--- config.mk ---
export PLATFORM = sky130hd
export DESIGN_NAME = alu_serial_exec
export DESIGN_NICKNAME = d
export VERILOG_FILES = /design/src/rtl/alu_exec_pkg.sv /design/src/rtl/alu_serial_shifter.sv /design/src/rtl/alu_serial_exec.sv
export SDC_FILE = /design/constraint.sdc
export NUM_CORES = 1
export LEC_CHECK = 0
export ABC_AREA = 1
export CORE_ASPECT_RATIO = 0.5
export CORE_MARGIN = 2
export CORE_UTILIZATION = 35
export DETAILED_ROUTE_END_ITERATION = 8
export GPL_TIMING_DRIVEN = 1
export PLACE_DENSITY = 0.61
export SYNTH_ARGS = -nofsm -noshare
export SYNTH_HDL_FRONTEND = slang
export SYNTH_SLANG_ARGS = --single-unit
--- constraint.sdc ---
create_clock -name clk -period 3.05 [get_ports clk]
set_input_delay 0.4575 -clock clk [delete_from_list [all_inputs] [get_ports clk]]
set_output_delay 0.4575 -clock clk [all_outputs]
set_load 0.01 [all_outputs]
--- src/rtl/alu_exec_pkg.sv ---
// Shared types for the serial execute-stage ALU: op codes, FSM states and
// small decode helpers used by the top level and the shifter.
package alu_exec_pkg;

  // ALU operation codes delivered by the ALU controller.
  typedef enum logic [3:0] {
    OP_AND = 4'b0000,
    OP_OR  = 4'b0001,
    OP_ADD = 4'b0010,
    OP_XOR = 4'b0101,
    OP_SUB = 4'b0110,
    OP_SLL = 4'b0111,
    OP_BEQ = 4'b1000,
    OP_BNE = 4'b1001,
    OP_SLT = 4'b1100,
    OP_SRA = 4'b1110,
    OP_SRL = 4'b1111
  } alu_op_t;

  // Execute FSM states.
  typedef enum logic [1:0] {
    IDLE  = 2'd0,
    SHIFT = 2'd1,
    DONE  = 2'd2
  } exec_state_t;

  // True for the ops that go through the iterative shifter.
  function automatic logic is_shift(input alu_op_t op);
    logic r;
    case (op)
      OP_SLL:  r = 1'b1;
      OP_SRL:  r = 1'b1;
      OP_SRA:  r = 1'b1;
      default: r = 1'b0;
    endcase
    return r;
  endfunction

  // True when the shift moves bits towards the MSB.
  function automatic logic is_left_shift(input alu_op_t op);
    logic r;
    case (op)
      OP_SLL:  r = 1'b1;
      default: r = 1'b0;
    endcase
    return r;
  endfunction

  // True when vacated MSBs are filled with the sign bit.
  function automatic logic is_arith_shift(input alu_op_t op);
    logic r;
    case (op)
      OP_SRA:  r = 1'b1;
      default: r = 1'b0;
    endcase
    return r;
  endfunction

endpackage

--- src/rtl/alu_serial_shifter.sv ---
// Iterative 1-bit-per-cycle shifter. load captures the source, amount and
// direction; each step moves acc by one bit and decrements cnt. done tells
// the controller that cnt will be zero after this cycle's update, and
// acc_nxt is the value acc takes at that same edge, so the final result can
// be registered without waiting an extra cycle.
module alu_serial_shifter
  import alu_exec_pkg::*;
#(
  parameter int DATA_WIDTH = 32,
  parameter int SHAMT_W    = $clog2(DATA_WIDTH)
) (
  input  logic                  clk,
  input  logic                  reset,
  input  logic                  load,
  input  logic                  step,
  input  logic [DATA_WIDTH-1:0] load_data,
  input  logic [SHAMT_W-1:0]    load_shamt,
  input  alu_op_t               load_op,
  output logic [DATA_WIDTH-1:0] acc_nxt,
  output logic                  done
);

  logic [DATA_WIDTH-1:0] acc_q, acc_d;
  logic [SHAMT_W-1:0]    cnt_q, cnt_d;
  logic                  left_q, left_d;
  logic                  arith_q, arith_d;
  logic                  fill_bit;

  // Next-state for accumulator, counter and direction control.
  always_comb begin
    acc_d    = acc_q;
    cnt_d    = cnt_q;
    left_d   = left_q;
    arith_d  = arith_q;
    fill_bit = arith_q & acc_q[DATA_WIDTH-1];
    if (load) begin
      acc_d   = load_data;
      cnt_d   = load_shamt;
      left_d  = is_left_shift(load_op);
      arith_d = is_arith_shift(load_op);
    end else if (step) begin
      if (left_q) begin
        acc_d = {acc_q[DATA_WIDTH-2:0], 1'b0};
      end else begin
        acc_d = {fill_bit, acc_q[DATA_WIDTH-1:1]};
      end
      cnt_d = cnt_q - {{(SHAMT_W-1){1'b0}}, 1'b1};
    end else begin
      acc_d = acc_q;
      cnt_d = cnt_q;
    end
  end

  // Shifter state registers; reset discards any in-flight shift.
  always_ff @(posedge clk or posedge reset) begin
    if (reset) begin
      acc_q   <= {DATA_WIDTH{1'b0}};
      cnt_q   <= {SHAMT_W{1'b0}};
      left_q  <= 1'b0;
      arith_q <= 1'b0;
    end else begin
      acc_q   <= acc_d;
      cnt_q   <= cnt_d;
      left_q  <= left_d;
      arith_q <= arith_d;
    end
  end

  assign acc_nxt = acc_d;
  assign done    = (cnt_d == {SHAMT_W{1'b0}});

endmodule

--- src/rtl/alu_serial_exec.sv ---
// Execute-stage ALU with valid/ready on both sides. Single-cycle ops are
// computed at accept; shifts are handed to the iterative shifter. The result
// and Zero flag sit in output registers and are held while in DONE until
// downstream takes them.
module alu_serial_exec
  import alu_exec_pkg::*;
#(
  parameter int DATA_WIDTH = 32
) (
  input  logic                  clk,
  input  logic                  reset,
  input  logic                  in_valid,
  output logic                  in_ready,
  input  logic [3:0]            Operation,
  input  logic [DATA_WIDTH-1:0] SrcA,
  input  logic [DATA_WIDTH-1:0] SrcB,
  output logic                  out_valid,
  input  logic                  out_ready,
  output logic [DATA_WIDTH-1:0] ALUResult,
  output logic                  Zero
);

  localparam int SHAMT_W = $clog2(DATA_WIDTH);

  exec_state_t           state_q, state_d;
  logic [DATA_WIDTH-1:0] result_q, result_d;
  logic                  zero_q, zero_d;

  alu_op_t               op_in;
  logic                  accept;
  logic [DATA_WIDTH-1:0] alu_res;
  logic                  sh_load;
  logic                  sh_step;
  logic                  sh_done;
  logic [DATA_WIDTH-1:0] sh_acc_nxt;

  assign op_in    = alu_op_t'(Operation);
  assign in_ready = (state_q == IDLE);
  assign accept   = in_valid & in_ready;

  // Single-cycle datapath: logic, wrap-around add/sub and compares.
  always_comb begin
    alu_res = {DATA_WIDTH{1'b0}};
    case (op_in)
      OP_AND:  alu_res = SrcA & SrcB;
      OP_OR:   alu_res = SrcA | SrcB;
      OP_XOR:  alu_res = SrcA ^ SrcB;
      OP_ADD:  alu_res = SrcA + SrcB;
      OP_SUB:  alu_res = SrcA - SrcB;
      OP_BEQ:  alu_res = {{(DATA_WIDTH-1){1'b0}}, (SrcA == SrcB)};
      OP_BNE:  alu_res = {{(DATA_WIDTH-1){1'b0}}, (SrcA != SrcB)};
      OP_SLT:  alu_res = {{(DATA_WIDTH-1){1'b0}}, ($signed(SrcA) < $signed(SrcB))};
      default: alu_res = {DATA_WIDTH{1'b0}};
    endcase
  end

  // FSM next state, shifter control and output-register updates.
  always_comb begin
    state_d  = state_q;
    result_d = result_q;
    zero_d   = zero_q;
    sh_load  = 1'b0;
    sh_step  = 1'b0;
    case (state_q)
      IDLE: begin
        if (accept) begin
          if (is_shift(op_in)) begin
            sh_load = 1'b1;
            if (sh_done) begin
              // Zero shift amount: the source passes straight through.
              state_d  = DONE;
              result_d = sh_acc_nxt;
              zero_d   = (sh_acc_nxt == {DATA_WIDTH{1'b0}});
            end else begin
              state_d = SHIFT;
            end
          end else begin
            state_d  = DONE;
            result_d = alu_res;
            zero_d   = (alu_res == {DATA_WIDTH{1'b0}});
          end
        end else begin
          state_d = IDLE;
        end
      end
      SHIFT: begin
        sh_step = 1'b1;
        if (sh_done) begin
          state_d  = DONE;
          result_d = sh_acc_nxt;
          zero_d   = (sh_acc_nxt == {DATA_WIDTH{1'b0}});
        end else begin
          state_d = SHIFT;
        end
      end
      DONE: begin
        if (out_ready) begin
          state_d = IDLE;
        end else begin
          state_d = DONE;
        end
      end
      default: begin
        state_d = IDLE;
      end
    endcase
  end

  // State and output registers.
  always_ff @(posedge clk or posedge reset) begin
    if (reset) begin
      state_q  <= IDLE;
      result_q <= {DATA_WIDTH{1'b0}};
      zero_q   <= 1'b0;
    end else begin
      state_q  <= state_d;
      result_q <= result_d;
      zero_q   <= zero_d;
    end
  end

  alu_serial_shifter #(
    .DATA_WIDTH (DATA_WIDTH),
    .SHAMT_W    (SHAMT_W)
  ) u_shifter (
    .clk        (clk),
    .reset      (reset),
    .load       (sh_load),
    .step       (sh_step),
    .load_data  (SrcA),
    .load_shamt (SrcB[SHAMT_W-1:0]),
    .load_op    (op_in),
    .acc_nxt    (sh_acc_nxt),
    .done       (sh_done)
  );

  assign out_valid = (state_q == DONE);
  assign ALUResult = result_q;
  assign Zero      = zero_q;

endmodule
==> qor_table.md, run 1 <==
| Result | Reported | Unit |
| --- | --- | --- |
| Outcome | completed | - |
| Number of vias per cell after detailed routing | 5.27 | - |
| Antenna-violating nets left | 0 | - |
| RSZ-0062 raised after global routing | true | - |
| DRT iter0 DRCs | 1738 | - |
| Net switching power figure | 0.00334 | W |
| Class of the tightest hold or removal check | input pin to async pin | - |
| Total Power | 0.00721 | W |
| Syn avg cell area | 5.73 | sq um |
| Reg power frac | 25.4 | % |
| FF+latch count, synth | 74 | - |
| Initial Util | 36.0 | % |
| H-Tree Depth | 3 | - |
| I/O pins | 107 | - |
| Post-synth net total | 2015 | - |
| Worst setup path class | input pin to flop | - |
| Top cell family by delay on the critical path | buffers and inverters | - |
| Global route total overflow | 0 | - |
| Half-perimeter wire length after detailed placement | 41.1 | mm |
| Final Max Slew Viols | 0 | - |
| Ratio of cells with drive above 1 in the final layout | 20.8 | % |
| Cell type of the slowest stage on the worst timing path | clkdlybuf4s50_1 | - |
| Maximum VDD drop | 240 | uV |
| Worst skew pair latency | 340 | ps |
| GPL Wtd Cong | 1.03 | - |
| Power share of the combinational group | 59.3 | % |
| Yosys warning total | 0 | - |
| CTS Buffer Depth | 2 | - |
| Seq/Total Area, Yosys | 17.5 | % |
| Internal power consumption | 0.00388 | W |
| Fin. Hold Viols | 0 | - |
| Overall die area | 31700 | sq um |
| Kind of start point of the critical path | input pin | - |
| Relative slew slack | 58.2 | % |
| Period utilization | 97.5 | % |
| Arrival time of data at the critical path endpoint | 3250 | ps |
| TritonCTS Sinks | 74 | - |
| Number of antenna cells inserted | 0 | - |
| Longest individual stage delay on the worst path | 520 | ps |
| Y dimension of the die | 127 | um |
| Clk Tree Root Cell | clkbuf_16 | - |
| GRT Overall Usage | 30.8 | % |
| Initial antenna violation count | 0 | - |
| Placeable Area | 29300 | sq um |
| Top achievable clock speed | 336 | MHz |
| Slew at the pin with the worst max-slew slack | 626 | ps |
| First-pass GRT wire length | 74.5 | mm |
| Final core utilization | 51.2 | % |
| Type of destination of the critical path | flop | - |
| Die X | 250 | um |
| Critical path, cell by cell | clkdlybuf4s50_1 -> inv_1 -> ha_2 -> buf_4 -> inv_1 -> nand2_1 -> nand2_1 -> a21oi_1 -> o21ai_0 -> a21oi_1 -> nand3_1 -> nand2_1 -> nor2_1 -> nor2_1 -> buf_4 -> nand2_1 -> nor2_1 -> nand3_1 -> nand2_1 | - |
| Layout area overhead | 42.2 | % |
| Final sum of negative setup slack | 0 | ps |
| Relative contribution of the clock network to total power | 15.2 | % |
| Critical Path Fanout Max | 7 | - |
| Remaining DRCs | 0 | - |
| Netlist Area Pre-Place | 10600 | sq um |
| Count of vias placed by the detailed router | 13800 | - |
| Per-cell routed wire length | 19.0 | um |
| EDFF count, synth | 0 | - |
| Cts bufs inserted | 9 | - |
| Clk pin slew, worst setup/hold paths | 60 | ps |
| Max cap viols | 0 | - |
| Async set-reset flop share out of synthesis | 100 | % |
| Placement-stage cell area | 14400 | sq um |
| Required time at the endpoint of the critical path | 3330 | ps |
| Critical path's most frequent cell | nand2_1 | - |
| Finish-stage setup viols | 0 | - |
| Non-filler instance count after layout | 2622 | - |
| Standby leakage power | 8.00 | nW |
| Synth Flop Type | dfrtp_1 | - |
| Tmin final | 2970 | ps |
| Count of port buffers added during placement | 106 | - |
| Post-layout instance area | 15000 | sq um |
| TritonCTS clock tree | done | - |
| Number of global-route vias before repair | 12500 | - |
| Total buffers and inverters traversed by the critical path | 5 | - |
| Sum of routed wire length over all layers | 49.8 | mm |
| NumNets Final | 2398 | - |
| Post-synth cell types | 45 | - |
| Pin count of the biggest net entering global routing | 75 | - |
| First-pass DRT Iterations | 5 | - |
| DP Cell Count | 2605 | - |
| Total number of placement rows | 44 | - |
| Gate count after technology mapping | 1843 | - |
| Ratio of total power to cell area | 480 | nW/um^2 |
| Switching share of total power | 46.2 | % |
| Worst-case clock skew | 11.0 | ps |
-- cells in the mapped netlist, drive strengths merged, types with 2 or more instances --
library cell  count  share of area (%)
o211ai           32                2.3
xor2              4               0.33
a221oi            9               0.75
nor4              2               0.12
a21oi           128                6.2
or2               2               0.12
o22ai            19                1.1
clkbuf           20               0.71
o21bai            9               0.64
buf              54                2.9
a22oi             2               0.14
nor3             15               0.71
nand2           519                 19
nand4            21                1.2
a31oi             6               0.36
a22o              2               0.17
o21a              2               0.14
o21ai           116                5.7
nand3           191                9.1
a21o              2               0.14
inv             297                 11
nor2            211                8.0
dfrtp            74                 18
ha               98                 12
fa                2               0.38
-- path summary, 6_finish.rpt --
| check | from | to | slack, ps | depth (start not counted) |
|---|---|---|---|---|
| setup / recovery | SrcA[20] | Zero$_DFFE_PP0P_ | 80 | 19 |
| hold / removal | reset | u_shifter.acc_q[23]$_DFF_PP0_ | 510 | 3 |
| setup reg to reg | state_q[0]$_DFF_PP0_ | Zero$_DFFE_PP0P_ | 430 | 13 |
| hold reg to reg | ALUResult[18]$_DFFE_PP0P_ | ALUResult[18]$_DFFE_PP0P_ | 510 | 2 |
| max in group asynchronous | reset | u_shifter.acc_q[19]$_DFF_PP0_ | 2210 | 3 |
| min in group clk | ALUResult[18]$_DFFE_PP0P_ | ALUResult[18]$_DFFE_PP0P_ | 510 | 2 |
-- state kept, by name (all words and copies together) (netlist names) --
register / flops
u_shifter.left_q: 1
u_shifter.acc_q: 32
u_shifter.arith_q: 1
Zero: 1
u_shifter.cnt_q: 5
ALUResult: 32
state_q: 2
-- tightest hold or removal path, cell delays in order --
cell	delay [ps]
clkdlybuf4s50_1	410
clkinv_2	60
buf_12	320
-- per-layer routing --
layer | GRT usage [%] | up-vias | part of all wire, %
li1 | - | 6691 | -
met1 | 49.4 | 6435 | 49
met2 | 43.2 | 665 | 39
met3 | 4.45 | 36 | 11
met4 | 4.39 | 0 | 1.0
met5 | 0 | - | 0
-- layout by cell type, fill, tap and decap left out, drive strengths merged, types with 10 or more instances in the layout --
cell type / count
buf: 340
inv: 298
a21oi: 128
o211ai: 32
nor2: 211
clkdlybuf4s50: 103
nand4: 21
clkbuf: 10
nand2: 519
nor3: 15
ha: 98
dfrtp: 74
o21ai: 116
nand3: 191
o22ai: 19
-- area by class of cell --
class,instances,area (sq um)
fill,3098,14300
multi-input combinational,1397,7530
timing repair buffer,446,3730
sequential,74,1850
inverter,298,1120
clock inverter,6,65.1
tap,391,489
clock buffer,10,239
-- kinds of logic (layout without fill, tap and decap cells) --
logic type,count (synthesis),after routing,share of synthesized area [%]
compound gates,331,331,18.1
xor+xnor,4,4,0.331
fa+ha+maj,100,100,12.0
buf+inv,372,760,14.3
flops,74,74,17.5
simple gates,962,962,37.9
-- metrics by stage --
stage	worst slack (ps)	hold slack, ps
global route	-76.5	536
floorplan	673	504
finish	75.9	506
detailed placement	-378	498
global placement	-385	503
CTS	17.6	515
-- what timing repair did --
| item | in CTS | in global routing |
|---|---|---|
| gates cloned | 0 | 0 |
| pin swaps | 0 | 5 |
| setup buffers | 0 | 1 |
| gates resized for setup | 5 | 85 |
| hold buffers | 0 | 0 |
| endpoints found under the setup margin | 4 | 22 |
-- power by group through the flow --
stage / sequential, W / combinational (W) / clock [W]
4_1_cts: 0.00182 / 0.00414 / 0.00110
5_1_grt: 0.00188 / 0.00468 / 0.00114
3_5_place_dp: 0.00183 / 0.00411 / 0
2_1_floorplan: 0.00180 / 0.00221 / 0
6_report: 0.00183 / 0.00428 / 0.00110
3_3_place_gp: 0.00183 / 0.00408 / 0
Note: power is estimated with default switching activity, not from simulation.
==> inputs of run 2 (changes only) <==
ABC_AREA = not set   (was 1)
PLACE_DENSITY = 0.62   (was 0.61)
==> run 2 against run 1 <==
The run now ends with setup timing left. Die area shrank 8.0%. Sequential cell count stayed put. Worst setup slack lost 430 ps. Power rose by 11%. Core utilization is 12 points higher. Critical path depth shrank 2. Non-clock buffer count rose by 228. Via count decreased by 4.7%. Synthesized area decreased by 8.2%. Clock skew down 3.5 ps. First-iteration DRC count shrank 24%. Clock-buffer cell count stayed put. Highest routed layer unchanged.
==> qor_table.md, run 2 <==
| Result | Reported | Unit |
| --- | --- | --- |
| GPL Wtd Cong | 0.995 | - |
| Critical path's most frequent cell | buf_6 | - |
| Remaining DRCs | 0 | - |
| Initial Util | 35.3 | % |
| Post-CTS Hold Fix Bufs | 0 | - |
| FF+latch count, synth | 74 | - |
| Leading cell type in the layout, fill and taps excluded | buf_4 | - |
| Initial antenna violation count | 2 | - |
| Netlist Area Pre-Place | 9710 | sq um |
| Clk Tree Root Cell | clkbuf_16 | - |
| Kind of start point of the critical path | input pin | - |
| Count of port buffers added during placement | 106 | - |
| First-pass GRT wire length | 75.7 | mm |
| Total Power | 0.00801 | W |
| Clk pin slew, worst setup/hold paths | 60 | ps |
| Cts bufs inserted | 9 | - |
| Overall die area | 29200 | sq um |
| Critical Path Fanout Max | 3 | - |
| Slew at the pin with the worst max-slew slack | 1090 | ps |
| Type of destination of the critical path | flop | - |
| Count of vias placed by the detailed router | 13200 | - |
| Half-perimeter wire length after detailed placement | 39.8 | mm |
| Switching share of total power | 41.3 | % |
| I/O pins | 107 | - |
| Hold Startpoint | ALUResult[16]$_DFFE_PP0P_ | - |
| Top cell family by delay on the critical path | compound AO/OA/AOI/OAI gates | - |
| Required time at the endpoint of the critical path | 3300 | ps |
| Layout area overhead | 80.1 | % |
| Async set-reset flop share out of synthesis | 100 | % |
| Syn avg cell area | 7.31 | sq um |
| Post-synth cell types | 99 | - |
| GRT Overall Usage | 34.4 | % |
| Class of the tightest hold or removal check | flop to flop | - |
| Relative contribution of the clock network to total power | 14.7 | % |
| Placeable Area | 27500 | sq um |
| Reg power frac | 22.1 | % |
| Number of vias per cell after detailed routing | 5.69 | - |
| Longest individual stage delay on the worst path | 540 | ps |
| Setup crit start | SrcA[0] | - |
| Arrival time of data at the critical path endpoint | 3650 | ps |
| Fillers | 2386 | - |
| Relative slew slack | 27.1 | % |
| Gate count after technology mapping | 1328 | - |
| Period utilization | 112 | % |
| Post-synth net total | 1500 | - |
| CTS Buffer Depth | 2 | - |
| DRT iter0 DRCs | 1324 | - |
| Antenna-violating nets left | 0 | - |
| Power share of the combinational group | 63.1 | % |
| Cell type of the slowest stage on the worst timing path | or4b_4 | - |
| TritonCTS Sinks | 74 | - |
| Standby leakage power | 8.03 | nW |
| Ratio of total power to cell area | 458 | nW/um^2 |
| Synth area leader | dfrtp_1 | - |
| H-Tree Depth | 3 | - |
| Global route total overflow | 0 | - |
| First-pass DRT Iterations | 6 | - |
| Violated checks | setup timing | - |
| Worst-case clock skew | 7.48 | ps |
| Internal power consumption | 0.00470 | W |
| Setup WS post-layout | -356 | ps |
| Portion of synthesized cell area occupied by the leading cell type | 19.1 | % |
| Die X | 240 | um |
| Y dimension of the die | 122 | um |
| Seq/Total Area, Yosys | 19.1 | % |
| Largest cells by area after synthesis | dfrtp_1 19%, ha_1 13%, a21oi_1 6.7% | - |
| Sum of routed wire length over all layers | 51.6 | mm |
| Tmin final | 3410 | ps |
| Commonest non-fill, non-tap cells in the layout | 491 x buf_4, 134 x nor2_1, 106 x nand2_1, 105 x a21oi_1, 74 x dfrtp_1 | - |
| Ratio of cells with drive above 1 in the final layout | 47.9 | % |
| Maximum VDD drop | 343 | uV |
| Pre-CTS setup slack | -1480 | ps |
| Number of global-route vias before repair | 12800 | - |
| Finish-stage setup viols | 11 | - |
| Total buffers and inverters traversed by the critical path | 5 | - |
| Worst setup path class | input pin to flop | - |
| NumNets Final | 2099 | - |
| Critical path, cell by cell | buf_8 -> inv_4 -> ha_4 -> inv_2 -> fa_2 -> nand2b_4 -> a2111o_1 -> buf_6 -> nand3b_1 -> a211oi_4 -> buf_6 -> o32a_1 -> o21ai_4 -> or4b_4 -> nor4_2 -> nand4_1 -> o31ai_2 | - |
| Yosys warning total | 0 | - |
| TritonCTS clock tree | done | - |
| Most instantiated library cell after synthesis | nor2_1 | - |
| EDFF count, synth | 0 | - |
| Top achievable clock speed | 294 | MHz |
| Pin count of the biggest net entering global routing | 43 | - |
| Worst skew pair latency | 340 | ps |
| Final Max Slew Viols | 0 | - |
| Net switching power figure | 0.00331 | W |
| Synth Flop Type | dfrtp_1 | - |
| Origin of the critical flop-to-flop path | state_q[1]$_DFF_PP0_ | - |
| Outcome | finished with violations | - |
| Per-cell routed wire length | 22.3 | um |
| RSZ-0062 raised after global routing | true | - |
| Most frequent cells after synthesis | 148 x nor2_1, 129 x a21oi_1, 116 x inv_1 | - |
| Total number of placement rows | 43 | - |
| Max cap viols | 0 | - |
| Fin. Hold Viols | 0 | - |
## run 2: cell count changes after synthesis, sizes merged, moves of 13 or more
| cell | delta |
|---|---|
| nand2 | -409 |
| o211ai | -17 |
| nand3 | -172 |
| inv | -179 |
| nor2 | -63 |
| nor4 | +20 |
| and3 | +13 |
| a22oi | +14 |
| clkbuf | +21 |
| nor3 | +15 |
| nand2b | +17 |
| mux2i | +33 |
| nor2b | +17 |
| a211oi | +24 |
## run 2: cell families (layout without fill, tap and decap cells)
group                      after synthesis  count (layout)  share of synthesized area (%)
AOI/OAI and AO/OA                      463             463                           31.7
other                                    0               1                              0
buffers and inverters                  205             808                           8.80
and+or+nand+nor                        445             446                           23.2
DFF                                     74              74                           19.1
muxes                                   35              35                           3.63
xor gates and xnor gates                 6               6                          0.541
adders and majority gates              100             100                           13.0
## run 2: metal layers
layer / GRT usage [%] / up-vias / wire, um
li1: - / 6016 / -
met1: 49.0 / 6447 / 23600
met2: 51.9 / 639 / 21600
met3: 9.40 / 79 / 5390
met4: 6.45 / 0 / 1060
met5: 0 / - / 0
## run 2: metrics by stage
stage               hold slack (ps)  instance area [sq um]  instances  TNS, ps  utilization, %
floorplan                       491                   9730       1328    -54.0               -
global placement                462                  14600       2203   -31950            53.1
detailed placement              469                  14600       2203   -32330            53.1
CTS                             483                  16700       2292     -857            60.8
global route                    514                  17500       2315    -2500            63.6
finish                          486                  17500       2315    -1630            63.6
## run 2: final timing paths
kind,slack (ps),to,depth (start not counted)
setup reg to reg,-90,Zero$_DFFE_PP0P_,11
setup / recovery,-360,Zero$_DFFE_PP0P_,17
hold / removal,490,ALUResult[16]$_DFFE_PP0P_,2
hold reg to reg,490,ALUResult[16]$_DFFE_PP0P_,2
min in group asynchronous,540,ALUResult[25]$_DFFE_PP0P_,2
max in group asynchronous,1850,ALUResult[6]$_DFFE_PP0P_,3
## run 2: cell type report
cell class,count,area (sq um),share of cell area (%)
tap,382,478,2.73
clock inverter,6,88.8,0.508
timing repair buffer,674,5650,32.3
antenna,1,2.50,0.0143
sequential,74,1850,10.6
clock buffer,10,239,1.37
inverter,118,459,2.63
multi-input combinational,1050,8710,49.8
## run 2: power by group through the flow
| stage | Combinational (W) | Sequential, W | Clock (W) |
|---|---|---|---|
| floorplan | 0.00194 | 0.00177 | 0 |
| global placement | 0.00420 | 0.00175 | 0 |
| detailed placement | 0.00426 | 0.00177 | 0 |
| CTS | 0.00472 | 0.00176 | 0.00119 |
| global route | 0.00538 | 0.00182 | 0.00122 |
| finish | 0.00506 | 0.00177 | 0.00118 |
## run 2: worst min-delay path, cell delays in order (launching register included)
cell	delay, ps
dfrtp_1	340
nand2_1	50
o21ai_0	60
## run 2: repair_timing
| item | CTS | global route |
|---|---|---|
| setup endpoints to repair | 34 | 23 |
| cloned | 2 | 0 |
| setup buffers | 73 | 26 |
| gates resized for setup | 395 | 208 |
| pin swaps | 81 | 75 |
==> inputs of run 3 (changes only) <==
CTS_BUF_LIST = sky130_fd_sc_hd__clkbuf_4 sky130_fd_sc_hd__clkbuf_8   (was not set)
CTS_CLUSTER_SIZE = 28   (was not set)
==> run 3 against run 2 <==
The flow still finishes with violations (setup timing). Routed wire length is 0.28% lower. Hold slack got worse by 3.6 ps. Worst setup slack worse by 24 ps. Clock skew increased by 7.1 ps. Fmax decreased by 0.69%. Highest routed layer is now met5.
==> qor_table.md, run 3 (synthesized netlist as in run 2, its figures left out) <==
| Result | Reported | Unit |
| --- | --- | --- |
| Type of destination of the critical path | flop | - |
| Ratio of cells with drive above 1 in the final layout | 48.3 | % |
| Setup crit start | SrcA[0] | - |
| Per-cell routed wire length | 22.1 | um |
| Outcome | finished with violations | - |
| Post-layout instance area | 17500 | sq um |
| RSZ-0062 raised after global routing | true | - |
| Remaining DRCs | 0 | - |
| Tmin final | 3430 | ps |
| Sum of routed wire length over all layers | 51.5 | mm |
| Initial antenna violation count | 3 | - |
| DP Cell Count | 2203 | - |
| Violated checks | setup timing | - |
| Count of vias placed by the detailed router | 13300 | - |
| Finish-stage setup viols | 9 | - |
| Half-perimeter wire length after detailed placement | 39.8 | mm |
| Origin of the critical flop-to-flop path | state_q[1]$_DFF_PP0_ | - |
| Overall die area | 29200 | sq um |
| GPL Wtd Cong | 0.995 | - |
| Fin. Hold Viols | 0 | - |
| GRT Overall Usage | 34.2 | % |
| First-pass GRT wire length | 75.3 | mm |
| First-pass DRT Iterations | 6 | - |
| R2R Setup Slk | -10 | ps |
| CP endpoint | Zero$_DFFE_PP0P_ | - |
| Leading cell type in the layout, fill and taps excluded | buf_4 | - |
| Required time at the endpoint of the critical path | 3320 | ps |
| Clk pin slew, worst setup/hold paths | 80 | ps |
| Cts bufs inserted | 9 | - |
| Period utilization | 112 | % |
| Clk Tree Root Cell | clkbuf_8 | - |
| Kind of start point of the critical path | input pin | - |
| Class of the tightest hold or removal check | flop to flop | - |
| Worst setup path class | input pin to flop | - |
| TritonCTS clock tree | done | - |
| Placeable Area | 27500 | sq um |
| Max cap viols | 0 | - |
| Commonest non-fill, non-tap cells in the layout | 508 x buf_4, 133 x nor2_1, 107 x a21oi_1, 105 x nand2_1, 74 x dfrtp_1 | - |
| TritonCTS Sinks | 74 | - |
| Maximum VDD drop | 331 | uV |
| Critical Path Fanout Max | 3 | - |
| Relative slew slack | 26.2 | % |
| I/O pins | 107 | - |
| Slew at the pin with the worst max-slew slack | 1090 | ps |
| CTS Buffer Depth | 2 | - |
| Total number of placement rows | 43 | - |
| Non-filler instance count after layout | 2330 | - |
| Pin count of the biggest net entering global routing | 43 | - |
| Top achievable clock speed | 292 | MHz |
| Die X | 240 | um |
| Worst-case clock skew | 14.6 | ps |
| Number of vias per cell after detailed routing | 5.70 | - |
| Final Max Slew Viols | 0 | - |
| Placement-stage cell area | 14600 | sq um |
| H-Tree Depth | 3 | - |
| Pre-CTS setup slack | -1480 | ps |
| Count of port buffers added during placement | 106 | - |
| Number of global-route vias before repair | 12600 | - |
| Setup WS post-layout | -380 | ps |
| Y dimension of the die | 122 | um |
| DRT iter0 DRCs | 1517 | - |
| Global route total overflow | 0 | - |
| Standby leakage power | 8.05 | nW |
| Depth of the most critical reg-to-reg path | 11 | - |
| Arrival time of data at the critical path endpoint | 3700 | ps |
| Endpoint of the lowest-slack register-to-register path | Zero$_DFFE_PP0P_ | - |
| Ratio of total power to cell area | 442 | nW/um^2 |
| Initial Util | 35.3 | % |
| Layout area overhead | 80.2 | % |
| NumNets Final | 2114 | - |
| Antenna-violating nets left | 0 | - |
| Worst skew pair latency | 370 | ps |
-- run 3: cell count changes in the layout (fill, tap and decap cells not counted), moves of 3 or more --
cell,before,now
buf_4,491,508
clkbuf_8,1,10
clkbuf_16,9,2
dlygate4sd2_1,8,2
inv_2,46,40
a21oi_2,23,18
inv_4,2,6
o21ai_1,23,19
o21ai_2,14,18
a21oi_4,7,10
-- run 3: stage by stage --
step	TNS [ps]	util [%]	total power [W]	hold WS [ps]
floorplan	-54.0	-	0.00370	491
global placement	-31950	53.1	0.00595	462
detailed placement	-32330	53.1	0.00603	469
CTS	-649	60.5	0.00739	481
global route	-1820	63.6	0.00815	485
finish	-1060	63.6	0.00774	482
-- run 3: how the worst min path moves through the flow --
stage,endpoint,depth (start not counted),from
after detailed placement,ALUResult[16]$_DFFE_PP0P_,2,ALUResult[16]$_DFFE_PP0P_
after global placement,ALUResult[16]$_DFFE_PP0P_,2,ALUResult[16]$_DFFE_PP0P_
after floorplan,u_shifter.arith_q$_DFFE_PP0P_,2,u_shifter.arith_q$_DFFE_PP0P_
final,ALUResult[19]$_DFFE_PP0P_,2,ALUResult[19]$_DFFE_PP0P_
after CTS,u_shifter.cnt_q[0]$_DFF_PP0_,4,SrcB[0]
after global routing,u_shifter.cnt_q[0]$_DFF_PP0_,4,SrcB[0]
-- run 3: final cells by class --
cell class	count	area (sq um)
Fill cell	2388	10000
Multi-Input combinational cell	1050	8670
Timing Repair Buffer	689	5780
Sequential cell	74	1850
Tap cell	382	478
Inverter	118	472
Clock buffer	10	138
Clock inverter	6	88.8
Antenna cell	1	2.50
-- run 3: layer usage --
layer / wire length (um) / global-route usage (%)
met5: 13 / 0
met4: 884 / 6.13
met3: 5400 / 5.94
met2: 21700 / 51.7
met1: 23500 / 50.8
-- run 3: worst max-delay path, cell delays in order --
cell	delay, ps
buf_8	110
inv_4	50
ha_4	130
inv_2	40
fa_2	390
nand2b_4	90
a2111o_1	250
buf_6	140
nand3b_1	150
a211oi_4	390
buf_4	180
o32a_1	180
o21ai_4	130
or4b_4	540
nor4_2	130
nand4_1	130
o31ai_2	200
-- run 3: repair_timing --
action	CTS	global route
gates resized for setup	403	204
setup buffers	71	43
endpoints found under the setup margin	34	33
pin swaps	107	87
cloned	2	0
hold buffers	0	0
-- run 3: where the power goes --
part / internal, W / switching (W)
combinational: 0.00257 / 0.00252
sequential: 0.00142 / 0.000341
clock: 0.000484 / 0.000403
total: 0.00447 / 0.00326
==> variant 1, RTL diff (settings of run 1) <==
`DATA_WIDTH` is set to 32 in 2 places; all go to 16.
--- a/src/rtl/alu_serial_shifter.sv
+++ b/src/rtl/alu_serial_shifter.sv
@@ -6,7 +6,7 @@
 module alu_serial_shifter
   import alu_exec_pkg::*;
 #(
-  parameter int DATA_WIDTH = 32,
+  parameter int DATA_WIDTH = 16,
   parameter int SHAMT_W    = $clog2(DATA_WIDTH)
 ) (
   input  logic                  clk,
--- a/src/rtl/alu_serial_exec.sv
+++ b/src/rtl/alu_serial_exec.sv
@@ -5,7 +5,7 @@
 module alu_serial_exec
   import alu_exec_pkg::*;
 #(
-  parameter int DATA_WIDTH = 32
+  parameter int DATA_WIDTH = 16
 ) (
   input  logic                  clk,
   input  logic                  reset,
Ports: changed (resized ALUResult, SrcA and SrcB); port bits go from 107 to 59. The function was not compared with the original's and may differ.
==> variant 1 against run 1 <==
- synthesized cell count down 51%
- clock skew down 0.0063 ns
- count of clock-buffer cells in the layout down 3
- power down 49%
- worst setup slack better by 0.16 ns
- cell area down 55%
- non-clock buffer count down 315
- sequential power down 45%
- routed wire length down 63%
- sequential cell count down 33
- fmax up 5.5%
- area after synthesis down 48%
- critical path type unchanged
- largest cell class unchanged
==> variant 1: results (changes against run 1) <==
stage,metric,value,unit,change
hold_path,hold-path-endpoint,ALUResult[4]$_DFFE_PP0P_,,
grt,grt_pass1_vias,5720,,-54%
synthesis,async_reset_ff_frac,1.00,,unchanged
placement,globalplace.congestion,0.972,,-5.3%
detailed_routing,ant_nets,0,,unchanged
run_status,status,completed,,
placement,place_worst_setup_slack,-0.140,ns,+0.238 ns
synthesis,synth_top_cells_by_area,"dfrtp_1, nand2_1, ha_1",,
placement,port_buffers,58,,-45%
clocking,worstSkewPairLatency,0.28,ns,-0.06 ns
clocking,clock-root-buffer,clkbuf_16,,
synthesis,synth-adder-area-share,0.127,,+0.00671
layout,layout-drive-gt1-share,0.125,,-0.0835
layout,nFillCells,1608,,-48%
synthesis,synth_mux_area_frac,0,,unchanged
power_and_ir_drop,vdd_drop_max,0.000256,V,+6.7%
synthesis,synth_ff_type,dfrtp_1,,
power_and_ir_drop,power.leakage,3.64,nW,-54%
sta,worst_slack,0.232,ns,+0.156 ns
synthesis,synth_common_cells,"nand2_1, inv_1, nor2_1",,
sta,hold_slack,0.519,ns,+0.0128 ns
sta,fin_skew,0.00464,ns,-0.00633 ns
grt,grt.total_usage,0.226,,-0.0814
layout,diodes,0,,unchanged
synthesis,synth-xor-area-share,0.00642,,+0.00310
detailed_routing,drt-pass1-iter-count,5,,unchanged
critical_path,regToRegSetupSlack,0.77,ns,+0.34 ns
synthesis,synth_compound_area_frac,0.151,,-0.0300
hold_path,hp-start,ALUResult[4]$_DFFE_PP0P_,,
clocking,clk_pin_slew,0.06,ns,about the same
layout,fin_nets,1105,,-54%
grt,antenna_found_initial,0,,unchanged
synthesis,seq_area_frac_synth,0.188,,+0.0127
placement,dp_hpwl,15300,um,-63%
synthesis,synthDistinctLibCells,43,,-4.4%
grt,grt_max_degree,42,,-44%
synthesis,syn_nets,1002,,-50%
clocking,cts-htree-levels,2,,-1
clocking,cts_setup_buffers,0,,unchanged
critical_path,r2r-end,ALUResult[7]$_DFFE_PP0P_,,
hold_path,min_path_cells,2,,
critical_path,crit-reg2reg-launch,state_q[0]$_DFF_PP0_,,
placement,dpl_cell_area,6630,um^2,-54%
critical_path,reg2reg_depth,12,,-1
detailed_routing,avgRoutedWirePerCell,15.3,um,-19%
detailed_routing,dr_total_vias,6077,,-56%
synthesis,yosys_warnings,0,,unchanged
critical_path,arrival,3.04,ns,-0.21 ns
hold_path,hp-class,reg -> reg,,
clocking,cts_made_buffers,5,,-4
clocking,cts_max_path_buffers,2,,unchanged
detailed_routing,drt-initial-drc-count,513,,-70%
grt,grt_pass1_wl,30200,um,-60%
critical_path,cp_max_fo,2,,-5
sta,tightest_slew,0.563,ns,-0.0622 ns
-- variant 1: worst max path at each step --
stage,from,endpoint,slack (ns),cells after the start
2_1_floorplan,SrcA[0],Zero$_DFFE_PP0P_,0.89,19
3_3_place_gp,SrcA[6],Zero$_DFFE_PP0P_,-0.09,17
3_5_place_dp,SrcA[6],Zero$_DFFE_PP0P_,-0.14,19
4_1_cts,SrcA[6],Zero$_DFFE_PP0P_,0.14,19
5_1_grt,SrcA[9],Zero$_DFFE_PP0P_,0.003,17
6_report,SrcA[0],Zero$_DFFE_PP0P_,0.23,20
-- variant 1: power breakdown --
group | total (W) | internal (W) | leakage, nW | switching (W)
Clock | 0.000624 | 0.000409 | 0.0841 | 0.000215
Combinational | 0.00202 | 0.000841 | 3.04 | 0.00118
Sequential | 0.00101 | 0.000792 | 0.517 | 0.000218
-- variant 1: cell families (layout without fill, tap and decap cells) --
family / after synthesis / after routing
DFF: 41 / 41
buffers and inverters: 177 / 281
xor gates and xnor gates: 4 / 4
adders and majority gates: 54 / 54
AOI/OAI and AO/OA: 137 / 137
and+or+nand+nor: 495 / 495
-- variant 1: critical path, cell delays in order --
cell and delay [ns]:
clkdlybuf4s50_1 0.49, inv_1 0.06, ha_1 0.19, inv_1 0.09
fa_1 0.20, nand2_1 0.08, nand2_1 0.11, buf_4 0.11
nand4_1 0.13, nand2_1 0.18, nand2_1 0.07, nand3_1 0.07
nand2_1 0.10, nor2_1 0.23, nand3_1 0.12, nor2_1 0.11
nand3_1 0.08, nand2_1 0.06, nand2_1 0.05, nand2_1 0.06
-- variant 1: final cells by class --
cell class	count	area share
clock buffer	7	0.0209
clock inverter	1	0.00440
inverter	142	0.0792
multi-input combinational	690	0.539
sequential	41	0.150
tap	204	0.0374
timing repair buffer	131	0.169
-- variant 1: metrics by stage --
step	instances	util	TNS, ns
3_3_place_gp	1208	0.432	-0.167
2_1_floorplan	908	-	0
3_5_place_dp	1208	0.432	-0.242
6_report	1216	0.445	0
4_1_cts	1216	0.444	0
5_1_grt	1216	0.445	0
-- variant 1: what timing repair did --
| action | CTS | global route |
|---|---|---|
| resized for setup | 0 | 8 |
| setup endpoints to repair | 0 | 3 |
| endpoints found under the hold margin | 0 | 0 |
| hold buffers | 0 | 0 |
-- variant 1: per-layer routing --
layer | GRT usage | vias to the layer above | wire [um]
met5 | 0 | - | 0
met4 | 0.0524 | 0 | 252
met3 | 0.0287 | 18 | 1320
met2 | 0.340 | 194 | 7540
met1 | 0.342 | 2782 | 9500
li1 | - | 3083 | -
==> variant 2, RTL diff (settings of run 1) <==
Without the edit above. Make the reset (`reset`) synchronous in 2 clocked blocks.
--- a/src/rtl/alu_serial_shifter.sv
+++ b/src/rtl/alu_serial_shifter.sv
@@ -52,7 +52,7 @@
   end
 
   // Shifter state registers; reset discards any in-flight shift.
-  always_ff @(posedge clk or posedge reset) begin
+  always_ff @(posedge clk) begin
     if (reset) begin
       acc_q   <= {DATA_WIDTH{1'b0}};
       cnt_q   <= {SHAMT_W{1'b0}};
--- a/src/rtl/alu_serial_exec.sv
+++ b/src/rtl/alu_serial_exec.sv
@@ -107,7 +107,7 @@
   end
 
   // State and output registers.
-  always_ff @(posedge clk or posedge reset) begin
+  always_ff @(posedge clk) begin
     if (reset) begin
       state_q  <= IDLE;
       result_q <= {DATA_WIDTH{1'b0}};
Behaviour: differs if reset is asserted again (counterexample within 4 cycles, from zero or initial values and one cycle with reset high); with reset held inactive, the same outputs for 4 cycles.
==> variant 2 against run 1 <==
- power fell by 37%
- fmax rose by 1.1%
- area after synthesis fell by 1.5%
- worst setup slack improved by 0.032 ns
- sequential cell count did not move
- cell area barely moved
- clock skew fell by 0.0038 ns
- global-route usage fell by 2.7 points
- sequential share of layout area fell by 2.5 points
- routed wire length fell by 9.8%
- critical endpoint is now Zero$_SDFFE_PP0P_
- highest routed layer unchanged
==> variant 2: results (changes against run 1) <==
stage,metric,value,unit,change
run_status,status,completed,,
critical_path,cp_max_fo,5,,-2
placement,place_worst_setup_slack,-0.422,ns,-0.0439 ns
placement,globalplace.congestion,1.02,,-0.95%
critical_path,crit-reg2reg-launch,state_q[0]$_SDFF_PP0_,,
sta,fin_skew,0.00720,ns,-0.00377 ns
detailed_routing,viasPerCell,5.08,,-3.7%
critical_path,regToRegSetupSlack,0.45,ns,+0.02 ns
detailed_routing,route.met3.wl,3670,um,-31%
layout,layout-drive-gt1-share,0.213,,+0.00534
grt,grt_max_degree,38,,-49%
power_and_ir_drop,power.leakage,7.62,nW,-4.9%
layout,n_all_buffers,435,,-2.5%
critical_path,arrival,3.22,ns,-0.03 ns
critical_path,critPathCapture,Zero$_SDFFE_PP0P_,,
grt,grt_pass1_wl,67500,um,-9.4%
layout,fin_nets,2450,,+2.2%
synthesis,synth_common_cells,"nand2_1, inv_1, nor2_1",,
placement,dpl.cell_count,2657,,+2.0%
power_and_ir_drop,powerDensity,304,nW/um^2,-37%
layout,seq_share,0.0985,,-0.0247
clocking,worstSkewPairLatency,0.36,ns,+0.02 ns
layout,nFillCells,3055,,-1.4%
grt,grt_util_met1,0.411,,-0.0824
grt,grt.total_usage,0.281,,-0.0273
[variant 2: cell types whose count changed after synthesis, sizes merged, moves of 6 or more]
cell	delta
dfrtp	-74
dfxtp	+74
nor2	+45
inv	+44
nand3	-32
o21ai	-24
o211ai	+15
a31oi	+12
clkbuf	+9
a21oi	+6
[variant 2: logic make-up (layout without fill, tap and decap cells)]
logic type      after synthesis  count (layout)  synth area share
flops                        74              74             0.142
xor+xnor                      6               6           0.00505
fa+ha+maj                   100             100             0.122
simple gates                971             971             0.381
buf+inv                     422             793             0.160
compound gates              339             339             0.190
[variant 2: report_power, final]
group / switching [W] / total (W) / internal, W
registers: 0.0000391 / 0.00106 / 0.00102
logic: 0.00138 / 0.00240 / 0.00102
clock network: 0.000432 / 0.00111 / 0.000678
[variant 2: repair_timing]
| action | 4_1_cts | 5_1_grt |
|---|---|---|
| hold buffers | 0 | 0 |
| pin swaps | 2 | 13 |
| endpoints found under the setup margin | 3 | 14 |
| resized for setup | 7 | 142 |
| setup buffers | 0 | 2 |
